### src/rtl/clk_gen_cfg_seq_if.sv
// Clock-generator register port.
// master drives address/data/strobes; slave returns read data.
interface clk_gen_cfg_seq_if;
  logic [31:0] CG_ADDR;
  logic [31:0] CG_DI;
  logic        CG_WE;
  logic        CG_RE;
  logic [31:0] CG_DO;

  modport master (
    output CG_ADDR, CG_DI, CG_WE, CG_RE,
    input  CG_DO
  );

  modport slave (
    input  CG_ADDR, CG_DI, CG_WE, CG_RE,
    output CG_DO
  );
endinterface

### src/rtl/clk_gen_cfg_seq.sv
// Divider configuration sequencer: writes enabled shadow entries
// to the clock generator, reads each back and reports done/error.
module clk_gen_cfg_seq #(
  parameter int RD_WAIT    = 0,
  parameter int MIN_DIV    = 2,
  parameter int AUTO_START = 1
) (
  input  logic        OPB_CLK,
  input  logic        OPB_RST,
  input  logic        START,
  input  logic        CFG_WE,
  input  logic [2:0]  CFG_IDX,
  input  logic [15:0] CFG_DI,
  input  logic        CFG_MASK_WE,
  input  logic [4:0]  CFG_MASK,
  clk_gen_cfg_seq_if.master cg,
  output logic        BUSY,
  output logic        DONE,
  output logic        ERR,
  output logic [1:0]  ERR_CODE,
  output logic [2:0]  ERR_IDX
);

  typedef enum logic [2:0] {
    S_IDLE, S_CHECK, S_WRITE, S_WAIT, S_READ, S_FIN
  } state_t;

  localparam logic [15:0] MIN_V  = 16'(MIN_DIV);
  localparam logic [2:0]  WAIT_V = 3'(RD_WAIT);

  state_t      st;
  logic [2:0]  idx;
  logic [2:0]  wcnt;
  logic [15:0] shadow [5];
  logic [4:0]  mask;
  logic        auto_pend;
  logic [15:0] cur;

  assign cur = shadow[idx];

  // 0x5 (2 MHz divider) is deliberately skipped
  function automatic logic [31:0] map_addr(input logic [2:0] i);
    case (i)
      3'd0:    map_addr = 32'h1;
      3'd1:    map_addr = 32'h2;
      3'd2:    map_addr = 32'h3;
      3'd3:    map_addr = 32'h4;
      default: map_addr = 32'h6;
    endcase
  endfunction

  always_ff @(posedge OPB_CLK or posedge OPB_RST) begin
    if (OPB_RST) begin
      st         <= S_IDLE;
      idx        <= 3'd0;
      wcnt       <= 3'd0;
      shadow[0]  <= 16'd250;
      shadow[1]  <= 16'd2500;
      shadow[2]  <= 16'd25000;
      shadow[3]  <= 16'd5000;
      shadow[4]  <= 16'd1000;
      mask       <= 5'b11111;
      auto_pend  <= (AUTO_START != 0);
      cg.CG_ADDR <= 32'h0;
      cg.CG_DI   <= 32'h0;
      cg.CG_WE   <= 1'b0;
      cg.CG_RE   <= 1'b0;
      BUSY       <= 1'b0;
      DONE       <= 1'b0;
      ERR        <= 1'b0;
      ERR_CODE   <= 2'b00;
      ERR_IDX    <= 3'd0;
    end else begin
      cg.CG_ADDR <= 32'h0;
      cg.CG_DI   <= 32'h0;
      cg.CG_WE   <= 1'b0;
      cg.CG_RE   <= 1'b0;
      DONE       <= 1'b0;
      unique case (st)
        S_IDLE: begin
          if (CFG_WE && CFG_IDX < 3'd5)
            shadow[CFG_IDX] <= CFG_DI;
          if (CFG_MASK_WE)
            mask <= CFG_MASK;
          if (START || auto_pend) begin
            auto_pend <= 1'b0;
            st        <= S_CHECK;
            idx       <= 3'd0;
            BUSY      <= 1'b1;
            ERR       <= 1'b0;
            ERR_CODE  <= 2'b00;
            ERR_IDX   <= 3'd0;
          end
        end
        S_CHECK: begin
          if (!mask[idx]) begin
            if (idx == 3'd4) begin
              st   <= S_FIN;
              DONE <= 1'b1;
            end else begin
              idx <= idx + 3'd1;
            end
          end else if (cur < MIN_V) begin
            ERR      <= 1'b1;
            ERR_CODE <= 2'b01;
            ERR_IDX  <= idx;
            st       <= S_FIN;
            DONE     <= 1'b1;
          end else begin
            st         <= S_WRITE;
            cg.CG_WE   <= 1'b1;
            cg.CG_ADDR <= map_addr(idx);
            cg.CG_DI   <= {16'h0, cur};
          end
        end
        S_WRITE: begin
          if (RD_WAIT > 0) begin
            st   <= S_WAIT;
            wcnt <= WAIT_V - 3'd1;
          end else begin
            st         <= S_READ;
            cg.CG_RE   <= 1'b1;
            cg.CG_ADDR <= map_addr(idx);
          end
        end
        S_WAIT: begin
          if (wcnt == 3'd0) begin
            st         <= S_READ;
            cg.CG_RE   <= 1'b1;
            cg.CG_ADDR <= map_addr(idx);
          end else begin
            wcnt <= wcnt - 3'd1;
          end
        end
        S_READ: begin
          if (cg.CG_DO != {16'h0, cur}) begin
            ERR      <= 1'b1;
            ERR_CODE <= 2'b10;
            ERR_IDX  <= idx;
            st       <= S_FIN;
            DONE     <= 1'b1;
          end else if (idx == 3'd4) begin
            st   <= S_FIN;
            DONE <= 1'b1;
          end else begin
            idx <= idx + 3'd1;
            st  <= S_CHECK;
          end
        end
        S_FIN: begin
          st   <= S_IDLE;
          BUSY <= 1'b0;
        end
        default: st <= S_IDLE;
      endcase
    end
  end

endmodule

### src/flat_wrapper.sv
// flat-port wrapper written by rule: the top's interface ports become plain ports
module clk_gen_cfg_seq_flat 
#(
  parameter int RD_WAIT    = 0,
  parameter int MIN_DIV    = 2,
  parameter int AUTO_START = 1
)
  (OPB_CLK, OPB_RST, START, CFG_WE, CFG_IDX, CFG_DI, CFG_MASK_WE, CFG_MASK, BUSY, DONE, ERR, ERR_CODE, ERR_IDX, cg_CG_ADDR, cg_CG_DI, cg_CG_WE, cg_CG_RE, cg_CG_DO);
  clk_gen_cfg_seq_if cg_i ();
  input  logic OPB_CLK;
  input  logic OPB_RST;
  input  logic START;
  input  logic CFG_WE;
  input  logic [2:0] CFG_IDX;
  input  logic [15:0] CFG_DI;
  input  logic CFG_MASK_WE;
  input  logic [4:0] CFG_MASK;
  output logic BUSY;
  output logic DONE;
  output logic ERR;
  output logic [1:0] ERR_CODE;
  output logic [2:0] ERR_IDX;
  output wire logic [$bits(cg_i.CG_ADDR)-1:0] cg_CG_ADDR;
  output wire logic [$bits(cg_i.CG_DI)-1:0] cg_CG_DI;
  output wire logic [$bits(cg_i.CG_WE)-1:0] cg_CG_WE;
  output wire logic [$bits(cg_i.CG_RE)-1:0] cg_CG_RE;
  input wire logic [$bits(cg_i.CG_DO)-1:0] cg_CG_DO;
  assign cg_CG_ADDR = cg_i.CG_ADDR;
  assign cg_CG_DI = cg_i.CG_DI;
  assign cg_CG_WE = cg_i.CG_WE;
  assign cg_CG_RE = cg_i.CG_RE;
  assign cg_i.CG_DO = cg_CG_DO;
  clk_gen_cfg_seq #(.RD_WAIT(RD_WAIT), .MIN_DIV(MIN_DIV), .AUTO_START(AUTO_START)) u_core (.OPB_CLK(OPB_CLK), .OPB_RST(OPB_RST), .START(START), .CFG_WE(CFG_WE), .CFG_IDX(CFG_IDX), .CFG_DI(CFG_DI), .CFG_MASK_WE(CFG_MASK_WE), .CFG_MASK(CFG_MASK), .cg(cg_i), .BUSY(BUSY), .DONE(DONE), .ERR(ERR), .ERR_CODE(ERR_CODE), .ERR_IDX(ERR_IDX));
endmodule
### config.mk
export PLATFORM = sky130hd
export DESIGN_NAME = clk_gen_cfg_seq_flat
export DESIGN_NICKNAME = d
export VERILOG_FILES = /design/src/rtl/clk_gen_cfg_seq_if.sv /design/src/rtl/clk_gen_cfg_seq.sv /design/src/flat_wrapper.sv
export SDC_FILE = /design/constraint.sdc
export NUM_CORES = 1
export LEC_CHECK = 0
export CELL_PAD_IN_SITES_DETAIL_PLACEMENT = 0
export CELL_PAD_IN_SITES_GLOBAL_PLACEMENT = 1
export CORE_UTILIZATION = 30
export DETAILED_ROUTE_END_ITERATION = 7
export PLACE_DENSITY = 0.67
export SYNTH_ARGS = -nofsm -noshare
export SYNTH_HDL_FRONTEND = slang
export SYNTH_SLANG_ARGS = --single-unit
### constraint.sdc
create_clock -name OPB_CLK -period 8.29 [get_ports OPB_CLK]
set_input_delay 0.829 -clock OPB_CLK [delete_from_list [all_inputs] [get_ports OPB_CLK]]
set_output_delay 0.829 -clock OPB_CLK [all_outputs]
set_load 0.02 [all_outputs]
* Word-level counts from Yosys, hierarchy flattened
Cells that the tools add are included.
W data, S select, Z words.
** Word-level totals
- Bits of input ports :: 61
- Flip-flop bits (word level) :: 169
- Bits in read-only memories :: 0
- Latch bits :: 0
- Memories :: 0
- Bits in writable memories :: 0
** Cells by class
- Reduce and logical (&&, ||, !) cells :: 16
- Bitwise gates (word level) :: 3
- Divide/modulo/power cells :: 0
- Multipliers :: 0
- Equal/unequal tests :: 18
- Add/sub/neg operators :: 2
- Shift operators :: 0
- Magnitude comparators :: 6
- Muxes and demuxes :: 55
** Operators with widths (count)
- $mux W32 :: 4
- $pmux W32 S3 :: 1
- $bwmux W80 :: 1
- $mux W16 :: 4
- $bmux W16 S3 :: 1
- $demux W16 S3 :: 1
- $mux W3 :: 15
- $ne A32 B16 Y1 :: 1
- $pmux W3 S3 :: 2
- $lt A16 B2 Y1 const B :: 1
- $pmux W3 S5 :: 1
- $mux W1 :: 14
- $eq A3 B2 Y1 const B :: 4
- $pmux W3 S4 :: 1
- $ne A2 B1 Y1 const B :: 5
- $reduce_and A2 Y1 :: 5
- $eq A3 B3 Y1 const B :: 3
- $logic_not A3 Y1 :: 3
- $ge A4 B4 Y1 const B :: 2
- $mux W2 :: 4
- $not A3 Y4 :: 2
- $eq A3 B1 Y1 const B :: 2
- $pmux W1 S2 :: 3
- $pmux W2 S3 :: 1
- other kinds (17) :: 19

* Depth between registers and ports, before layout
Gate-level depths: netlist of run 1.
- Depth after elaboration :: 8
- Gate-level depth with buffers :: 12
- Gate-level depth less buffers :: 8

* Worst setup path before layout of run 1
No wires, ideal clock.
- Path type :: input to register
- From :: input cg_CG_DO[6]
- To :: register u_core.ERR
- Library setup time :: 0.125 ns
- Data arrival time :: 2.642 ns
- Path slack :: 5.523 ns
- Stages on the path :: 7
- Required time :: 8.165 ns
- Path through :: or4b_1 a31oi_1 a2111o_1 o2111ai_1 nor4b_2 a31o_4 mux2_4
** Between the ends
- Longest elaborated chain between the ends :: 3
** Ends and longest elaborated chain
- start: declaration :: line flat_wrapper.sv:27 : input wire logic [$bits(cg_i.CG_DO)-1:0] cg_CG_DO;
- $ne A32 B16 Y1 :: line clk_gen_cfg_seq.sv:136 : if (cg.CG_DO != {16'h0, cur}) begin
- $ne A2 B1 Y1 (no line)
- $reduce_and A5 Y1 (no line)
- end signal: assignment :: line clk_gen_cfg_seq.sv:90 : ERR <= 1'b0;
- end signal: assignment :: line clk_gen_cfg_seq.sv:104 : ERR <= 1'b1;
- end signal: assignment :: line clk_gen_cfg_seq.sv:137 : ERR <= 1'b1;
- end: declaration :: line clk_gen_cfg_seq.sv:19 : output logic ERR,
No other way between the ends.
A chain may end at the register's enable or synchronous reset.

* Worst setup path in the final report of run 1
- From :: register u_core.idx[1]
- To :: register u_core.ERR_CODE[0]
** Between the ends
- Longest elaborated chain between the ends :: 7
- Elaborated cells between the ends (all ways) :: 12
- Classes of those cells :: 1 x order compare; 4 x eq/ne; 5 x mux; 1 x bitwise; 1 x reduce/logical
** Ends and longest elaborated chain
- start: declaration :: line clk_gen_cfg_seq.sv:32 : logic [2:0] idx;
- start signal: assignment :: line clk_gen_cfg_seq.sv:101 : idx <= idx + 3'd1;
- start signal: assignment :: line clk_gen_cfg_seq.sv:146 : idx <= idx + 3'd1;
- $not A3 Y4 (implied by the code) :: line clk_gen_cfg_seq.sv:39 : assign cur = shadow[idx];
- $bmux W16 S3 :: line clk_gen_cfg_seq.sv:39
- $mux W16 (implied by the code) (2 in series) :: line clk_gen_cfg_seq.sv:39
- $lt A16 B2 Y1 / $ne A32 B16 Y1 (equally long branches) :: line clk_gen_cfg_seq.sv:103, clk_gen_cfg_seq.sv:136
- $ne A2 B1 Y1 (no line)
- $reduce_and A5 Y1 (no line) *
- end signal: assignment :: line clk_gen_cfg_seq.sv:71 : ERR_CODE <= 2'b00;
- end signal: assignment :: line clk_gen_cfg_seq.sv:105 : ERR_CODE <= 2'b01;
- end signal: assignment :: line clk_gen_cfg_seq.sv:138 : ERR_CODE <= 2'b10;
- end: declaration :: line clk_gen_cfg_seq.sv:20 : output logic [1:0] ERR_CODE,
Mark *: on every way between the ends. The rest lies on a longest branch, timed or not. The select of a mux whose other input is x is not followed.

==> impl_metrics.env, run 1 <==
export IMPL_worst_endpoint_arrival_ns=4.04
export IMPL_pwr_density_cell_nw_per_um2=391
export IMPL_postSynth_topFlopCell="dfrtp_1"
export IMPL_reg2reg_depth=8
export IMPL_synth_top_cell_area_share_pct=32.5
export IMPL_min_period_over_period_pct=45.2
export IMPL_crit_path_required_time_ns=8.58
export IMPL_vias_after_detailed_routing=5068
export IMPL_skew_ns=0.00816
export IMPL_fmaxAchievable_ghz=0.267
export IMPL_core_region_area_sq_um=22600
export IMPL_cts_sinks=124
export IMPL_finalWirelength_microns=18900
export IMPL_worstReg2RegStart="u_core.idx[1]$_DFFE_PP0P_"
export IMPL_detailed_place_area_sq_um=7860
export IMPL_hold_depth=1
export IMPL_fin_setup_tns_ns=0
export IMPL_timing_hold_violations_final=0
export IMPL_max_ir_drop_vdd_mv=0.189
export IMPL_timing_max_slew_rel_slack_pct=21.5
export IMPL_count_of_flip_flops_with_a_built_in_enable_after_synthesis=0
export IMPL_antenna_diode_count=0
export IMPL_path_category_of_the_worst_min_delay_check="flop to flop"
export IMPL_synthesis_yosys_warnings=0
export IMPL_die_width_microns=154
export IMPL_nNetsFinal=747
export IMPL_timing_critical_path_to_type="flop"
export IMPL_async_reset_ff_share_pct=100
export IMPL_hold_path_startpoint="u_core.wcnt[0]$_DFFE_PP0P_"
export IMPL_cts_hold_repair_buffers=0
export IMPL_grt_usage_pct=16.5
export IMPL_number_of_buffers_inserted_by_port_buffering=89
export IMPL_cts_setup_buffers=0
export IMPL_maxSlewViolCount=0
export IMPL_power_leakage_nw=3.50
export IMPL_grt_antenna_before_repair=0
export IMPL_global_route_wire_length_before_repair_microns=29600
export IMPL_post_layout_total_power_w=0.00331
export IMPL_grt_setup_unrepaired="no"
export IMPL_clockBufferDepth=2
export IMPL_critical_path_cell_chain="buf_4 -> nor2b_1 -> a32o_1 -> o21a_1 -> o2111ai_1 -> nor4b_2 -> a31o_4 -> mux2_4"
export IMPL_postSynthRegisterBits=124
export IMPL_post_synth_instance_area_sq_um=6920
export IMPL_crit_type="flop to flop"
export IMPL_clock_root_buffer="clkbuf_16"
export IMPL_design_area_sq_um=8460
export IMPL_initial_core_util_pct=30.6
export IMPL_synth_area_leader_cell="dfrtp_1"
export IMPL_pin_count_of_the_biggest_net_entering_global_routing=68
export IMPL_gp_routability_congestion=0.851
export IMPL_syn_mean_instance_area_sq_um=11.6
export IMPL_cts_resized=0
export IMPL_top_level_ports=135
export IMPL_chipHeight_microns=154
export IMPL_grt_ovfl_total=0
export IMPL_htree_num_levels=4
export IMPL_tightest_slew_ns=1.18
export IMPL_share_of_layout_cells_above_drive_strength_1_pct=28.2
export IMPL_critPathSlowestCell="nor2b_1"
export IMPL_outcome="completed"
export IMPL_synth_top_cells_by_area="dfrtp_1 33%, mux2_2 15%, dfstp_2 13%, buf_4 5.2%, mux2i_1 3.8%"
export IMPL_start_kind="flop"
export IMPL_vias_per_cell=5.19
export IMPL_worst_setup_path_startpoint="u_core.idx[1]$_DFFE_PP0P_"
export IMPL_rows=55
export IMPL_drv_cap=0
export IMPL_yosysUniqueCellTypes=80
export IMPL_numCtsBuffers=17
export IMPL_detail_route_drc_violations=0
export IMPL_clk_pin_slew_ns=0.06
export IMPL_clock_insertion_delay_at_the_later_pin_of_the_skew_report_ns=0.41
export IMPL_finalCriticalPeriod_ns=3.74
export IMPL_areaGrowthSynthToFinish_pct=22.2
export IMPL_die_area_sq_um=23700
export IMPL_drt_iter0_markers=333
export IMPL_synthesis_instances=599
export IMPL_vias_in_the_first_global_route=5130
export IMPL_place_hpwl_microns=13700
export IMPL_drt_antenna_violating_nets=0
export IMPL_drt_first_pass_iters=5
export IMPL_tritoncts="yes"
export IMPL_post_drt_wl_per_cell_microns=19.3
export IMPL_path_max_fanout=33
export IMPL_final_core_util_pct=37.4
export IMPL_finalSetupViolCount=0
export IMPL_worst_path_largest_cell_delay_ns=0.71
export IMPL_ys_seq_area_share_pct=45.4
placed cells by master, fill, tap and decap left out, types with 6 or more instances in the layout:
cell type	count
mux2_2	94
clkdlybuf4s50_1	89
dfrtp_1	88
conb_1	45
nor2_1	41
dfstp_2	34
mux2i_1	26
nand2_1	18
clkbuf_16	17
inv_1	13
o21ai_0	11
a31oi_1	11
nor4_1	11
a21oi_1	10
nand2b_1	8
a22oi_1	8
nor3_1	8
a211oi_1	7
nand3_1	7
ha_1	7
nor2b_1	6
mux2_4	6
final cells by class:
cell class,instances,area (sq um)
repair buffers,94,928
inverters,17,66.3
multi-input cells,425,3360
fillers,2219,14200
flip-flops and latches,124,3150
clock inverters,8,115
clock buffers,24,482
well taps,285,357
critical path, delay by kind of cell (launching register included):
family / cells / cell delay, ns
buffers and inverters: 1 / 0.45
flip-flops: 1 / 0.62
AO/OA/AOI/OAI: 4 / 0.93
AND/OR/NAND/NOR: 2 / 1.30
multiplexers: 1 / 0.31
registers in the layout, summed over array words and instances, names as in the netlist:
register,flops
u_core.wcnt,3
u_core.st,3
u_core.BUSY,1
u_core.ERR_CODE,2
u_core.ERR_IDX,3
u_core.mask,5
u_core.DONE,1
u_core.auto_pend,1
u_core.cg.CG_ADDR,3
u_core.ERR,1
u_core.cg.CG_DI,16
u_core.idx,3
u_core.shadow,80
u_core.cg.CG_RE,1
u_core.cg.CG_WE,1
cells by family after synthesis:
| logic type | share of synthesized area, % |
|---|---|
| compound gates | 11.0 |
| xor+xnor | 0.633 |
| fa+ha+maj | 1.27 |
| buf+inv | 8.57 |
| flops | 45.4 |
| mux | 21.3 |
| other cells | 0.0542 |
| simple gates | 11.7 |
layer usage:
layer	vias to the layer above	track usage, %	share of wire, %
met1	2526	21.1	43
met3	36	3.69	5.7
met2	227	26.9	48
li1	2279	-	-
met5	-	0	0
met4	0	6.62	2.5
power by group:
part           switching [W]  total, W  internal (W)  leakage, nW
Clock               0.000253  0.000747      0.000494        0.298
Sequential          0.000232   0.00116      0.000925         1.52
Combinational       0.000759   0.00140      0.000644         1.68
worst paths after layout:
kind	endpoint	slack (ns)
worst max-delay path	u_core.ERR_CODE[0]$_DFFE_PP0P_	4.55
worst min register to register	u_core.wcnt[0]$_DFFE_PP0P_	0.48
worst min-delay path	u_core.wcnt[0]$_DFFE_PP0P_	0.48
min in group asynchronous	u_core.cg.CG_DI[12]$_DFF_PP0_	0.93
worst max register to register	u_core.ERR_CODE[0]$_DFFE_PP0P_	4.55
max in group asynchronous	u_core.idx[1]$_DFFE_PP0P_	6.09
cells in the mapped netlist, types with 4 or more instances:
cell / n
a211oi_1: 7
nand4_1: 4
mux2_2: 94
dfrtp_1: 90
dfstp_2: 34
a31oi_1: 11
nand2_1: 18
a22oi_1: 8
ha_1: 7
nor2_1: 42
mux2_4: 6
nor3_1: 8
nand3_1: 7
inv_1: 14
buf_6: 6
a311oi_1: 4
mux2i_1: 26
nand3b_1: 4
o21a_1: 5
o21ai_0: 11
a21oi_1: 10
or2_2: 5
xnor2_1: 4
nor4_1: 11
clkbuf_1: 9
nor2b_1: 6
buf_4: 48
nand2b_1: 8
buf_2: 12
through the flow:
| stage | std cells | hold WS [ns] | worst slack [ns] |
|---|---|---|---|
| after global placement | 945 | 0.465 | 4.76 |
| after floorplan | 643 | 0.446 | 4.22 |
| after detailed placement | 945 | 0.473 | 4.64 |
| after CTS | 977 | 0.483 | 4.64 |
| final | 977 | 0.476 | 4.55 |
| after global routing | 977 | 0.511 | 4.43 |
Power figures use the tool's default switching activity.
==> run 2, diff against run 1 <==
- PLACE_DENSITY: 0.67 -> 0.69
- clock period: 8.29 -> 3.35 ns (I/O delays scaled with it)
==> run 2 against run 1 <==
- power grew to 2.6 times the previous value
- clock power grew to 2.5 times the previous value
- register-to-register slack lost 4.2 ns
- non-clock buffer count grew 27
==> impl_metrics.env, run 2 (synthesized netlist as in run 1, its figures left out) <==
export IMPL_crit_type="flop to flop"
export IMPL_path_delay_family="compound AO/OA/AOI/OAI gates"
export IMPL_tightest_slew_ns=1.00
export IMPL_global_route_wire_length_before_repair_microns=28800
export IMPL_hold_path_startpoint="u_core.wcnt[0]$_DFFE_PP0P_"
export IMPL_fmaxAchievable_ghz=0.334
export IMPL_max_ir_drop_vdd_mv=0.421
export IMPL_clock_root_buffer="clkbuf_16"
export IMPL_share_of_layout_cells_above_drive_strength_1_pct=31.2
export IMPL_min_period_over_period_pct=89.3
export IMPL_critPathSlowestCell="dfrtp_1"
export IMPL_htree_num_levels=4
export IMPL_numCtsBuffers=17
export IMPL_path_category_of_the_worst_min_delay_check="flop to flop"
export IMPL_drt_iter0_markers=360
export IMPL_worst_path_largest_cell_delay_ns=0.51
export IMPL_vias_in_the_first_global_route=4949
export IMPL_grt_setup_unrepaired="no"
export IMPL_gp_routability_congestion=0.878
export IMPL_nNetsFinal=774
export IMPL_die_area_sq_um=23700
export IMPL_worst_setup_path_startpoint="u_core.idx[2]$_DFFE_PP0P_"
export IMPL_top_level_ports=135
export IMPL_pin_count_of_the_biggest_net_entering_global_routing=46
export IMPL_grt_usage_pct=16.0
export IMPL_largest_register="u_core.shadow"
export IMPL_chipHeight_microns=154
export IMPL_clockBufferDepth=2
export IMPL_cts_sinks=124
export IMPL_grt_ovfl_total=0
export IMPL_drt_antenna_violating_nets=0
export IMPL_clk_pin_slew_ns=0.06
export IMPL_core_region_area_sq_um=22600
export IMPL_worst_endpoint_arrival_ns=3.29
export IMPL_final_core_util_pct=38.5
export IMPL_finalWirelength_microns=18100
export IMPL_crit_path_required_time_ns=3.65
export IMPL_grt_antenna_before_repair=0
export IMPL_number_of_buffers_inserted_by_port_buffering=89
export IMPL_initial_core_util_pct=30.6
export IMPL_antenna_diode_count=0
export IMPL_largest_reg_flops=80
export IMPL_post_drt_wl_per_cell_microns=18.0
export IMPL_reg_largest_list="u_core.shadow: 80 flops, u_core.cg.CG_DI: 16 flops, u_core.mask: 5 flops"
export IMPL_fin_setup_tns_ns=0
export IMPL_layout_filler_cells=2181
export IMPL_most_common_cell_after_layout_fill_and_taps_aside="mux2_2"
export IMPL_finalCriticalPeriod_ns=2.99
export IMPL_worstReg2RegStart="u_core.idx[2]$_DFFE_PP0P_"
export IMPL_path_max_fanout=11
export IMPL_vias_after_detailed_routing=5023
export IMPL_cts_setup_buffers=0
export IMPL_place_hpwl_microns=13500
export IMPL_die_width_microns=154
export IMPL_areaGrowthSynthToFinish_pct=26.0
export IMPL_timing_hold_violations_final=0
export IMPL_detail_route_drc_violations=0
export IMPL_worstPathBufferInverterCount=1
export IMPL_tritoncts="yes"
export IMPL_timing_max_slew_rel_slack_pct=33.1
export IMPL_cts_resized=0
export IMPL_drt_first_pass_iters=4
export IMPL_finalSetupViolCount=0
export IMPL_final_cell_mix="94 x mux2_2, 89 x clkdlybuf4s50_1, 88 x dfrtp_1"
export IMPL_clock_insertion_delay_at_the_later_pin_of_the_skew_report_ns=0.42
export IMPL_power_leakage_nw=3.64
export IMPL_timing_critical_path_to_type="flop"
export IMPL_cts_hold_repair_buffers=0
export IMPL_start_kind="flop"
export IMPL_drv_cap=0
export IMPL_rows=55
export IMPL_vias_per_cell=5.00
export IMPL_pwr_density_cell_nw_per_um2=970
export IMPL_maxSlewViolCount=0
export IMPL_skew_ns=0.0147
export IMPL_outcome="completed"
export IMPL_critical_path_cell_chain="buf_4 -> mux2_1 -> a221oi_2 -> nand4_1 -> nor4_2 -> a31oi_1 -> a31o_4 -> mux2_4"
[run 2: path summary, 6_finish.rpt]
kind | slack [ns] | depth (start not counted) | end
min reg2reg | 0.47 | 1 | u_core.wcnt[0]$_DFFE_PP0P_
max reg2reg | 0.36 | 8 | u_core.ERR_IDX[1]$_DFFE_PP0P_
min in group asynchronous | 0.50 | 2 | u_core.shadow[27]$_DFFE_PP0P_
max in group asynchronous | 2.05 | 3 | u_core.shadow[71]$_DFFE_PP1P_
min | 0.47 | 1 | u_core.wcnt[0]$_DFFE_PP0P_
max | 0.36 | 8 | u_core.ERR_IDX[1]$_DFFE_PP0P_
[run 2: area by class of cell]
cell class | instances | area (sq um) | share of cell area (%)
Multi-Input combinational cell | 425 | 3350 | 38.4
Sequential cell | 124 | 3150 | 36.1
Timing Repair Buffer | 121 | 1180 | 13.5
Clock buffer | 22 | 484 | 5.55
Tap cell | 285 | 357 | 4.09
Clock inverter | 10 | 136 | 1.56
Inverter | 17 | 67.6 | 0.775
[run 2: through the flow]
step           hold slack, ns  cells  total power [W]  setup WS (ns)  instance area (sq um)
2_1_floorplan           0.446    643          0.00530          0.803                   7090
3_3_place_gp            0.465    972          0.00654          0.358                   8100
3_5_place_dp            0.464    972          0.00657          0.306                   8100
4_1_cts                 0.475   1004          0.00852          0.355                   8720
5_1_grt                 0.477   1004          0.00899          0.145                   8720
6_report                0.467   1004          0.00846          0.360                   8720
[run 2: routing by layer]
metal	wire length [microns]	GRT usage, %
met1	8410	21.8
met2	8500	25.4
met3	896	3.49
met4	274	4.95
met5	0	0
[run 2: report_power, final]
part           internal, W  leakage [nW]  total [W]  switching [W]
Sequential         0.00229          1.52    0.00280       0.000509
Combinational      0.00181          1.82    0.00376        0.00195
Clock              0.00125         0.299    0.00190       0.000656
Total              0.00535          3.64    0.00846        0.00311
==> run 3, diff against run 2 <==
- CTS_CLUSTER_DIAMETER: unset -> 150
==> results of run 3 <==
Final layout, timing and power as in run 2 (identical DEF).
